===== config.mk =====
export PLATFORM = sky130hd
export DESIGN_NAME = sprite_draw
export DESIGN_NICKNAME = d
export VERILOG_FILES = /design/src/rtl/sprite_draw.sv
export SDC_FILE = /design/constraint.sdc
export NUM_CORES = 1
export LEC_CHECK = 0
export CAP_MARGIN = 20
export CELL_PAD_IN_SITES_DETAIL_PLACEMENT = 1
export CELL_PAD_IN_SITES_GLOBAL_PLACEMENT = 1
export CORE_UTILIZATION = 25
export DETAILED_ROUTE_END_ITERATION = 16
export GPL_ROUTABILITY_DRIVEN = 0
export PLACE_DENSITY_LB_ADDON = 0.1
export RECOVER_POWER = 50
export SLEW_MARGIN = 10
export SYNTH_ARGS = -nofsm -noshare
export SYNTH_HDL_FRONTEND = slang
export SYNTH_SLANG_ARGS = --single-unit
export TNS_END_PERCENT = 30

===== constraint.sdc =====
create_clock -name clk -period 12.77 [get_ports clk]
set_input_delay 3.1925 -clock clk [delete_from_list [all_inputs] [get_ports clk]]
set_output_delay 3.1925 -clock clk [all_outputs]
set_load 0.03 [all_outputs]

===== src/rtl/sprite_draw.sv =====
// Sprite blitter: fetches sprite rows from byte memory and XORs them into a
// 64x8-word framebuffer with read-modify-write, clipping at the screen edges.
module sprite_draw (
  input  logic        clk,
  input  logic        res,
  input  logic        hires,
  input  logic        start,
  input  logic [6:0]  x,
  input  logic [5:0]  y,
  input  logic [3:0]  n,
  input  logic [11:0] sprite_addr,
  output logic [11:0] mem_addr,
  output logic        mem_rd,
  input  logic [7:0]  mem_data,
  output logic [8:0]  fb_addr,
  output logic        fb_rd,
  input  logic [15:0] fb_rdata,
  output logic        fb_we,
  output logic [15:0] fb_wdata,
  output logic        busy,
  output logic        done,
  output logic        collision
);

  typedef enum logic [2:0] {IDLE, FETCH, FWAIT, RD, WR, DONE} state_t;

  state_t      state;
  logic        hires_r;
  logic        wide;
  logic [6:0]  px;
  logic [5:0]  py;
  logic [4:0]  rows;
  logic [11:0] base;
  logic [4:0]  row_idx;
  logic        byte_sel;
  logic        sub;
  logic        half;
  logic [7:0]  byte0_r;
  logic [7:0]  byte1_r;

  logic [7:0]  cur_b0;
  logic [7:0]  cur_b1;
  logic [15:0] pattern;
  logic [31:0] shifted;
  logic [15:0] mask_hi;
  logic [15:0] mask_lo;
  logic [2:0]  word_hi;
  logic [2:0]  word_lo;
  logic        hi_ok;
  logic        lo_ok;
  logic [6:0]  cur_fb_row;
  logic [6:0]  sub_row;
  logic        sub_ok;
  logic [4:0]  next_r;
  logic [6:0]  next_row_start;
  logic        next_row_ok;
  logic [11:0] next_idx;
  logic [15:0] cur_mask;
  logic        hit;

  // In FWAIT the byte being fetched is still on mem_data, so the masks are
  // formed from it directly to decide the next step in the same cycle.
  always_comb begin
    cur_b0 = byte0_r;
    cur_b1 = byte1_r;
    if (state == FWAIT) begin
      if (byte_sel) cur_b1 = mem_data;
      else          cur_b0 = mem_data;
    end
    pattern = {cur_b0, 8'h00};
    if (!hires_r) begin
      for (int i = 0; i < 8; i++) begin
        pattern[2*i]   = cur_b0[i];
        pattern[2*i+1] = cur_b0[i];
      end
    end else if (wide) begin
      pattern = {cur_b0, cur_b1};
    end
  end

  assign shifted  = {pattern, 16'h0000} >> px[3:0];
  assign mask_hi  = shifted[31:16];
  assign mask_lo  = shifted[15:0];
  assign word_hi  = px[6:4];
  assign word_lo  = px[6:4] + 3'd1;
  assign hi_ok    = |mask_hi;
  assign lo_ok    = (|mask_lo) && (px[6:4] != 3'd7);

  assign cur_fb_row = hires_r ? ({1'b0, py} + {2'b00, row_idx})
                              : ({1'b0, py} + {1'b0, row_idx, 1'b0} + {6'b0, sub});
  assign sub_row    = cur_fb_row + 7'd1;
  assign sub_ok     = !hires_r && !sub && (sub_row < 7'd64);

  // Screen rows only grow with the sprite row, so the first clipped row ends the draw.
  assign next_r         = row_idx + 5'd1;
  assign next_row_start = hires_r ? ({1'b0, py} + {2'b00, next_r})
                                  : ({1'b0, py} + {1'b0, next_r, 1'b0});
  assign next_row_ok    = (next_r < rows) && (next_row_start < 7'd64);
  assign next_idx       = wide ? {6'b0, next_r, 1'b0} : {7'b0, next_r};

  assign cur_mask = half ? mask_lo : mask_hi;
  // fb_rdata only arrives in the WR cycle itself, so the write data is combinational.
  assign fb_wdata = (state == WR) ? (fb_rdata ^ cur_mask) : 16'h0000;
  assign hit      = (state == WR) && (|(fb_rdata & cur_mask));

  always_ff @(posedge clk) begin
    if (!res) begin
      state     <= IDLE;
      busy      <= 1'b0;
      done      <= 1'b0;
      collision <= 1'b0;
      mem_rd    <= 1'b0;
      fb_rd     <= 1'b0;
      fb_we     <= 1'b0;
      mem_addr  <= 12'h000;
      fb_addr   <= 9'h000;
      hires_r   <= 1'b0;
      wide      <= 1'b0;
      px        <= 7'd0;
      py        <= 6'd0;
      rows      <= 5'd0;
      base      <= 12'h000;
      row_idx   <= 5'd0;
      byte_sel  <= 1'b0;
      sub       <= 1'b0;
      half      <= 1'b0;
      byte0_r   <= 8'h00;
      byte1_r   <= 8'h00;
    end else begin
      case (state)
        IDLE: begin
          done <= 1'b0;
          if (start) begin
            hires_r   <= hires;
            wide      <= hires && (n == 4'd0);
            px        <= hires ? x : {x[5:0], 1'b0};
            py        <= hires ? y : {y[4:0], 1'b0};
            rows      <= (n == 4'd0) ? 5'd16 : {1'b0, n};
            base      <= sprite_addr;
            row_idx   <= 5'd0;
            byte_sel  <= 1'b0;
            sub       <= 1'b0;
            half      <= 1'b0;
            collision <= 1'b0;
            busy      <= 1'b1;
            mem_addr  <= sprite_addr;
            mem_rd    <= 1'b1;
            state     <= FETCH;
          end
        end
        FETCH: begin
          mem_rd <= 1'b0;
          state  <= FWAIT;
        end
        FWAIT: begin
          if (byte_sel) byte1_r <= mem_data;
          else          byte0_r <= mem_data;
          if (wide && !byte_sel) begin
            byte_sel <= 1'b1;
            mem_addr <= mem_addr + 12'd1;
            mem_rd   <= 1'b1;
            state    <= FETCH;
          end else if (hi_ok) begin
            half    <= 1'b0;
            fb_addr <= {cur_fb_row[5:0], word_hi};
            fb_rd   <= 1'b1;
            state   <= RD;
          end else if (lo_ok) begin
            half    <= 1'b1;
            fb_addr <= {cur_fb_row[5:0], word_lo};
            fb_rd   <= 1'b1;
            state   <= RD;
          end else if (next_row_ok) begin
            row_idx  <= next_r;
            sub      <= 1'b0;
            half     <= 1'b0;
            byte_sel <= 1'b0;
            mem_addr <= base + next_idx;
            mem_rd   <= 1'b1;
            state    <= FETCH;
          end else begin
            busy  <= 1'b0;
            done  <= 1'b1;
            state <= DONE;
          end
        end
        RD: begin
          fb_rd <= 1'b0;
          fb_we <= 1'b1;
          state <= WR;
        end
        WR: begin
          fb_we <= 1'b0;
          if (hit) collision <= 1'b1;
          if (!half && lo_ok) begin
            half    <= 1'b1;
            fb_addr <= {cur_fb_row[5:0], word_lo};
            fb_rd   <= 1'b1;
            state   <= RD;
          end else if (sub_ok) begin
            // Lores rows are drawn twice; the duplicate row reuses the same masks.
            sub     <= 1'b1;
            half    <= !hi_ok;
            fb_addr <= {sub_row[5:0], hi_ok ? word_hi : word_lo};
            fb_rd   <= 1'b1;
            state   <= RD;
          end else if (next_row_ok) begin
            row_idx  <= next_r;
            sub      <= 1'b0;
            half     <= 1'b0;
            byte_sel <= 1'b0;
            mem_addr <= base + next_idx;
            mem_rd   <= 1'b1;
            state    <= FETCH;
          end else begin
            busy  <= 1'b0;
            done  <= 1'b1;
            state <= DONE;
          end
        end
        DONE: begin
          done  <= 1'b0;
          state <= IDLE;
        end
        default: state <= IDLE;
      endcase
    end
  end

endmodule


Yosys cells after proc, flatten, opt, wreduce, memory -nomap -nowiden
Index checks and enable logic that the tools add are counted.
{"block": "word_totals", "regBits": 86, "elab_cells": 188}
{"block": "op_classes", "add_sub_neg": 10, "magnitude_cmp": 3, "eq_ne": 17, "n_shift": 1, "mux": 98, "bitwise": 2, "n_reduce_logical": 36}
{"op": "$mux 12", "count": 7}
{"op": "$reduce_or 16->1", "count": 3}
{"op": "$mux 9", "count": 5}
{"op": "$mux 1", "count": 44}
{"op": "$mux 5", "count": 8}
{"op": "$mux 8", "count": 5}
{"op": "$pmux 12 s3", "count": 1}
{"op": "$mux 16", "count": 2}
{"op": "$shr 32x4->32", "count": 1}
{"op": "$mux 3", "count": 8}
{"op": "$reduce_and 6->1", "count": 4}
{"op": "$mux 7", "count": 3}
{"op": "$pmux 1 s3", "count": 6}
{"op": "$pmux 9 s2", "count": 1}
{"op": "$and 16x16->16", "count": 1}
{"op": "$xor 16x16->16", "count": 1}
{"op": "$mux 15", "count": 1}
{"op": "$pmux 3 s5", "count": 1}
{"op": "$pmux 5 s3", "count": 1}
{"op": "$add 6x5->7", "count": 2}
{"op": "$add 6x6->7", "count": 2}
{"op": "$lt 7x7->1 const B", "count": 2}
{"op": "$ne 2x2->1 const B", "count": 7}
{"op": "$add 12x1->12 const B", "count": 1}
{"op": "other kinds (26)", "count": 50}

Depth between registers and ports, before layout
Gate-level depths: netlist of the first run.
{"block": "depth", "ltp_word": 11, "mapped_depth": 17}

Least setup slack after synthesis of the first run
No wires, ideal clock.
{"block": "synth_path", "path_kind": "input-to-output", "startpoint": "input mem_data[1]", "endpoint": "output fb_wdata[14]", "t_arrival_ps": 5243, "path_slack_ps": 4334, "cell_stages": 8, "path_buffers": 0, "path_cell_list": "mux4_2 > mux4_2 > inv_1 > mux4_2 > nor2_1 > a41o_1 > ha_1 > and3_1"}
{"block": "synth_via", "elab_chain_len": 8, "elab_cells_between_ends": 10}
{"item": "start, declared", "line": "14", "source": "input logic [7:0] mem_data,"}
{"item": "$mux 8", "line": "67", "source": "if (byte_sel) cur_b1 = mem_data;"}
{"item": "$mux 8"}
{"item": "$mux 8", "line": "76", "source": "end else if (wide) begin"}
{"item": "$mux 15 *", "line": "71", "source": "if (!hires_r) begin"}
{"item": "$shr 32x4->32 *", "line": "81", "source": "assign shifted = {pattern, 16'h0000} >> px[3:0];"}
{"item": "$mux 16 *", "line": "101", "source": "assign cur_mask = half ? mask_lo : mask_hi;"}
{"item": "$xor 16x16->16 *", "line": "103", "source": "assign fb_wdata = (state == WR) ? (fb_rdata ^ cur_mask) : 16'h0000;"}
{"item": "$mux 16 *", "line": "103"}
{"item": "end, declared", "line": "19", "source": "output logic [15:0] fb_wdata,"}
Mark *: on every way between the ends. The rest lies on a longest branch, timed or not.

Worst setup path in the final report of the first run
{"block": "layout_path", "startpoint": "input mem_data[3]", "endpoint": "output fb_wdata[3]"}
The elaborated chain is that of the path after synthesis.

==> impl_metrics.csv, run 1 <==
group,metric,value,unit
timing,slew_headroom,-61.0,%
timing,max_slew.worst_pin.slew,2420,ps
cells_and_area,final_cell_area,0.00913,sq mm
min_path,min_from,"rows[1]",
place,io_buffers,99,
timing,rsz0062_at_grt,"no",
place,dpl_worst_slack,2590,ps
detailed_routing,wl_per_cell,19.3,um
detailed_routing,drt_first_pass_iters,4,
detailed_routing,ant_nets,0,
place,place_hpwl,20200,um
setup_path,cp.required,9580,ps
setup_path,r2r-end,"sub",
setup_path,critPathKind,"primary input to output pin",
setup_path,critPathMaxFanout,6,
clock_network,cts_num_sinks,86,
timing,setup_viol,0,
detailed_routing,dr_total_vias,7241,
power,vdd_drop_max,0.0550,mV
clock_network,worstSkewPairLatency,350,ps
power,leakage,0.00377,uW
timing,finClkSkew,17.7,ps
clock_network,cts-resized-gates,0,
timing,fin_crit_sh,79.8,%
cells_and_area,seqCellArea,0.00172,sq mm
cells_and_area,postLayoutCoreUtil,30.9,%
status,outcome,"finished with violations",
timing,period_needed,10190,ps
floorplanning,start_util,25.4,%
setup_path,cp_data_arrival_time,7000,ps
cells_and_area,area_growth,21.6,%
setup_path,crit_top_cell,"mux2i_1",
cells_and_area,fill_cells,3575,
setup_path,worst-r2r-cell-count,12,
min_path,min_to,"rows[1]",
clock_network,postCtsSetupRepairBufs,0,
grt,grt_max_degree,47,
clock_network,cts_tree,"yes",
logic_synthesis,netlist.area_leader.share,22.9,%
status,violations,"max-capacitance violations, max-slew violations",
timing,tns,0,ps
grt,grt_pass1_wl,43500,um
logic_synthesis,yosys.area.top_type,"dfxtp_1",
run,max-cap-violations,2,
cells_and_area,multi_input_area,0.00544,sq mm
detailed_routing,first_iter_violations,295,
logic_synthesis,syn-cell-area,0.00751,sq mm
clock_network,numCtsBuffers,9,
logic_synthesis,seq_area_frac_synth,22.9,%
min_path,hold_depth,2,
logic_synthesis,syn_area_per_cell,7.85,sq um
cells_and_area,nNetsFinal,1127,
clock_network,cts_max_path_buffers,2,
clock_network,cts_max_level,3,
logic_synthesis,synth_flop_cell,"dfxtp_1",
floorplanning,io_pins,100,
setup_path,r2r_slack,6760,ps
power,p_per_area,147,mW/mm^2
grt,antenna_found_initial,1,
clock_network,clkSlewWorstSetupHoldPaths,70,ps
logic_synthesis,syn_inst,956,
logic_synthesis,netlist-cell-type-count,79,
setup_path,regToRegStartpoint,"state[1]",
grt,grt_pass1_vias,7584,
clock_network,hold_buffers,0,
logic_synthesis,synth.most_common_cell,"nand2_1",
detailed_routing,remaining_drc_errors,0,
setup_path,startpoint_type,"primary input",
timing,slew_violations,76,
floorplanning,placementRows,63,
setup_path,crit_chain,"clkdlybuf4s50_1 -> nand2b_1 -> mux2i_1 -> nor3_1 -> nor4_1 -> mux2i_1 -> mux2i_1 -> o2bb2ai_1 -> ha_1 -> and3_1 -> clkdlybuf4s50_1",
logic_synthesis,synth_nets,1068,
cells_and_area,drive_gt1_share,7.75,%
logic_synthesis,yosys_register_bits,86,
floorplanning,die_width,175,um
detailed_routing,vias_per_cell,5.14,
logic_synthesis,synth_edf_count,0,
grt,grt.overflow.total,0,
power,power.total,1350,uW
setup_path,cp_slowest_cell,"nor4_1",
detailed_routing,routed_wl,27200,um
floorplanning,dieArea,0.0307,sq mm
logic_synthesis,synthArstFlopShare,0,%
logic_synthesis,synthTopCellsByCount,"nand2_1, dfxtp_1, nor2_1",
grt,track_usage,18.0,%
floorplanning,die_y,175,um
logic_synthesis,yosys_warnings,0,
clock_network,clockRootBuffer,"clkbuf_16",
place,placed_area,0.00884,sq mm
timing,fin_ws,2580,ps
min_path,holdCritPathClass,"register to register",
timing,fmax,98.1,MHz
logic_synthesis,yosys-top-cells-area,"dfxtp_1, ha_1, mux2i_1",
setup_path,slowest_delay,750,ps
floorplanning,core,0.0296,sq mm
cells_and_area,n_antenna_cell,0,
timing,final-hold-violation-count,0,
setup_path,critPathCaptureType,"output pin",
critical path: cells and delay by family:
family          cells  cell delay (ps)
fa+ha+maj           1              250
simple gates        4             1130
buf+inv             2             1210
mux                 3             1050
compound gates      1              170
state kept, by name, summed over array words and instances (netlist names), 3 cells and up:
signal / flops
mem_addr: 12
row_idx: 5
fb_addr: 9
byte1_r: 8
px: 7
base: 12
byte0_r: 8
rows: 5
py: 6
state: 3
per-stage QoR:
stage,hold WS (ps),std cells
6_report,458,1410
5_1_grt,477,1410
4_1_cts,459,1409
3_5_place_dp,450,1393
3_3_place_gp,445,1393
2_1_floorplan,436,956
logic make-up after synthesis:
kind of cell | count (synthesis) | synth area share, %
multiplexers | 83 | 12.8
AO/OA/AOI/OAI | 245 | 22.5
flip-flops | 86 | 22.9
XOR/XNOR | 34 | 3.97
adder cells (fa/ha/maj) | 55 | 9.47
buffers and inverters | 91 | 4.97
AND/OR/NAND/NOR | 362 | 23.4
layout by cell type (no fill, tap or decap), types with 13 or more instances in the layout:
cell type          n
and3_1            33
xnor2_1           16
nand3_1           38
dlygate4sd3_1     29
buf_4             13
nor3_1            15
ha_1              52
dfxtp_1           86
inv_1             22
a21oi_1           76
a211oi_1          27
o21ai_0           28
mux2i_1           58
nand2b_1          19
clkdlybuf4s50_1   70
mux2_2            15
nand2_1          118
nor2_1            85
xor2_1            18
per-layer routing:
metal  GRT usage, %  wire, um
met2           31.6     13700
met4           3.59       347
met5              0        11
met1           23.5     12500
met3           2.45       667
worst max path at each step:
stage                            from           end  slack [ps]  cells past startpoint
after floorplan           mem_data[1]  fb_wdata[14]        4330                      8
after global placement    mem_data[3]  fb_wdata[15]        2700                     11
after detailed placement  mem_data[3]   fb_wdata[3]        2590                     11
after CTS                 mem_data[3]   fb_wdata[3]        2610                     11
after global routing      mem_data[3]   fb_wdata[3]        2350                     11
final                     mem_data[3]   fb_wdata[3]        2580                     11
power breakdown:
group	total, uW	switching (uW)	internal (uW)
logic	710	438	272
registers	366	54.3	312
clock network	269	128	141
total	1350	621	725
final cells by class:
cell class	count	area share, %
Multi-Input combinational cell	779	59.6
Tap cell	390	5.35
Clock inverter	6	0.576
Timing Repair Buffer	115	12.0
Inverter	24	0.987
Sequential cell	86	18.9
Clock buffer	10	2.62
Note: power is estimated with default switching activity, not from simulation.
==> run 2: changes to the inputs <==
==> constraint.sdc (replaced) <==
create_clock -name clk -period 10.3 [get_ports clk]
set_input_delay 2.575 -clock clk [delete_from_list [all_inputs] [get_ports clk]]
set_output_delay 2.575 -clock clk [all_outputs]
set_load 0.03 [all_outputs]
==> impl_metrics.csv, run 2 (same netlist as run 1, synthesis figures left out) <==
group,metric,value,unit
grt,grt_max_degree,47,
cells_and_area,area_growth,21.8,%
cells_and_area,nNetsFinal,1128,
setup_path,cp_data_arrival_time,6350,ps
clock_network,cts_max_level,3,
cells_and_area,fill_cells,3565,
detailed_routing,remaining_drc_errors,0,
setup_path,startpoint_type,"primary input",
clock_network,cts_tree,"yes",
grt,grt.overflow.total,0,
min_path,hold_depth,2,
setup_path,r2r_slack,4760,ps
cells_and_area,most-common-layout-cells,"nand2_1, dfxtp_1, nor2_1",
detailed_routing,wl_per_cell,19.2,um
setup_path,critPathCaptureType,"output pin",
detailed_routing,routed_wl,27100,um
timing,max_slew.worst_pin.slew,2370,ps
timing,slew_violations,76,
timing,slew_headroom,-57.8,%
clock_network,postCtsSetupRepairBufs,0,
clock_network,numCtsBuffers,9,
clock_network,clockRootBuffer,"clkbuf_16",
floorplanning,die_y,175,um
cells_and_area,final_common_cell,"nand2_1",
timing,final-hold-violation-count,0,
cells_and_area,seqCellArea,0.00172,sq mm
timing,setup_viol,0,
timing,rsz0062_at_grt,"no",
timing,finClkSkew,15.8,ps
cells_and_area,reg_top3,"base x12, mem_addr x12, fb_addr x9",
grt,antenna_found_initial,1,
timing,period_needed,8930,ps
cells_and_area,drive_gt1_share,7.75,%
grt,track_usage,18.1,%
floorplanning,io_pins,100,
setup_path,critPathMaxFanout,6,
floorplanning,core,0.0296,sq mm
cells_and_area,n_antenna_cell,0,
power,leakage,0.00378,uW
place,placed_area,0.00885,sq mm
timing,tns,0,ps
detailed_routing,vias_per_cell,5.22,
status,outcome,"finished with violations",
setup_path,critPathKind,"primary input to output pin",
floorplanning,placementRows,63,
timing,fmax,112,MHz
status,violations,"max-capacitance violations, max-slew violations",
detailed_routing,first_iter_violations,343,
place,place_hpwl,20200,um
power,p_per_area,184,mW/mm^2
detailed_routing,dr_total_vias,7358,
clock_network,cts_max_path_buffers,2,
min_path,holdCritPathClass,"register to register",
setup_path,worst-r2r-cell-count,12,
clock_network,clkSlewWorstSetupHoldPaths,70,ps
floorplanning,dieArea,0.0307,sq mm
power,power.total,1680,uW
timing,fin_crit_sh,86.7,%
setup_path,cp.required,7730,ps
clock_network,cts-resized-gates,0,
run,max-cap-violations,2,
detailed_routing,ant_nets,0,
cells_and_area,final_cell_area,0.00914,sq mm
clock_network,worstSkewPairLatency,360,ps
place,io_buffers,99,
clock_network,hold_buffers,0,
clock_network,cts_num_sinks,86,
grt,grt_pass1_vias,7643,
grt,grt_pass1_wl,43400,um
power,vdd_drop_max,0.0804,mV
cells_and_area,multi_input_area,0.00544,sq mm
floorplanning,die_width,175,um
floorplanning,start_util,25.4,%
detailed_routing,drt_first_pass_iters,4,
-- run 2: report_power, final --
group	internal [uW]	leakage [uW]	switching [uW]
clock	190	0.000144	157
sequential	387	0.000703	67.4
combinational	338	0.00293	541
-- run 2: path summary, 6_finish.rpt --
kind | startpoint | endpoint
max | mem_data[3] | fb_wdata[3]
min | rows[0] | rows[0]
max reg2reg | state[1] | sub
min reg2reg | rows[0] | rows[0]
-- run 2: metal layers --
metal  part of all wire, %  GRT usage [%]
met5                 0.048              0
met4                   1.1           3.55
met3                   2.9           2.42
met2                    51           32.6
met1                    45           22.8
-- run 2: metrics by stage --
stage | hold WS [ps] | util [%] | setup slack [ps] | cells
2_1_floorplan | 436 | - | 3100 | 956
3_3_place_gp | 445 | 29.9 | 1480 | 1394
3_5_place_dp | 452 | 29.9 | 1380 | 1394
4_1_cts | 462 | 30.9 | 1400 | 1409
5_1_grt | 487 | 30.9 | 1150 | 1410
6_report | 461 | 30.9 | 1370 | 1410
-- run 2: worst max-delay path, cell delays in order --
cell and delay [ps]:
clkdlybuf4s50_1 620, nand2b_1 90, mux2i_1 410, nor3_1 120, nor4_1 730, mux2i_1 310, mux2i_1 330, o2bb2ai_1 170
ha_1 240, and3_1 160, clkdlybuf4s50_1 590
-- run 2: final cells by class --
cell class                      count  area share (%)
Clock buffer                        9            2.46
Multi-Input combinational cell    779            59.5
Sequential cell                    86            18.8
Tap cell                          390            5.34
Timing Repair Buffer              116            12.1
Inverter                           24           0.985
Clock inverter                      6           0.780
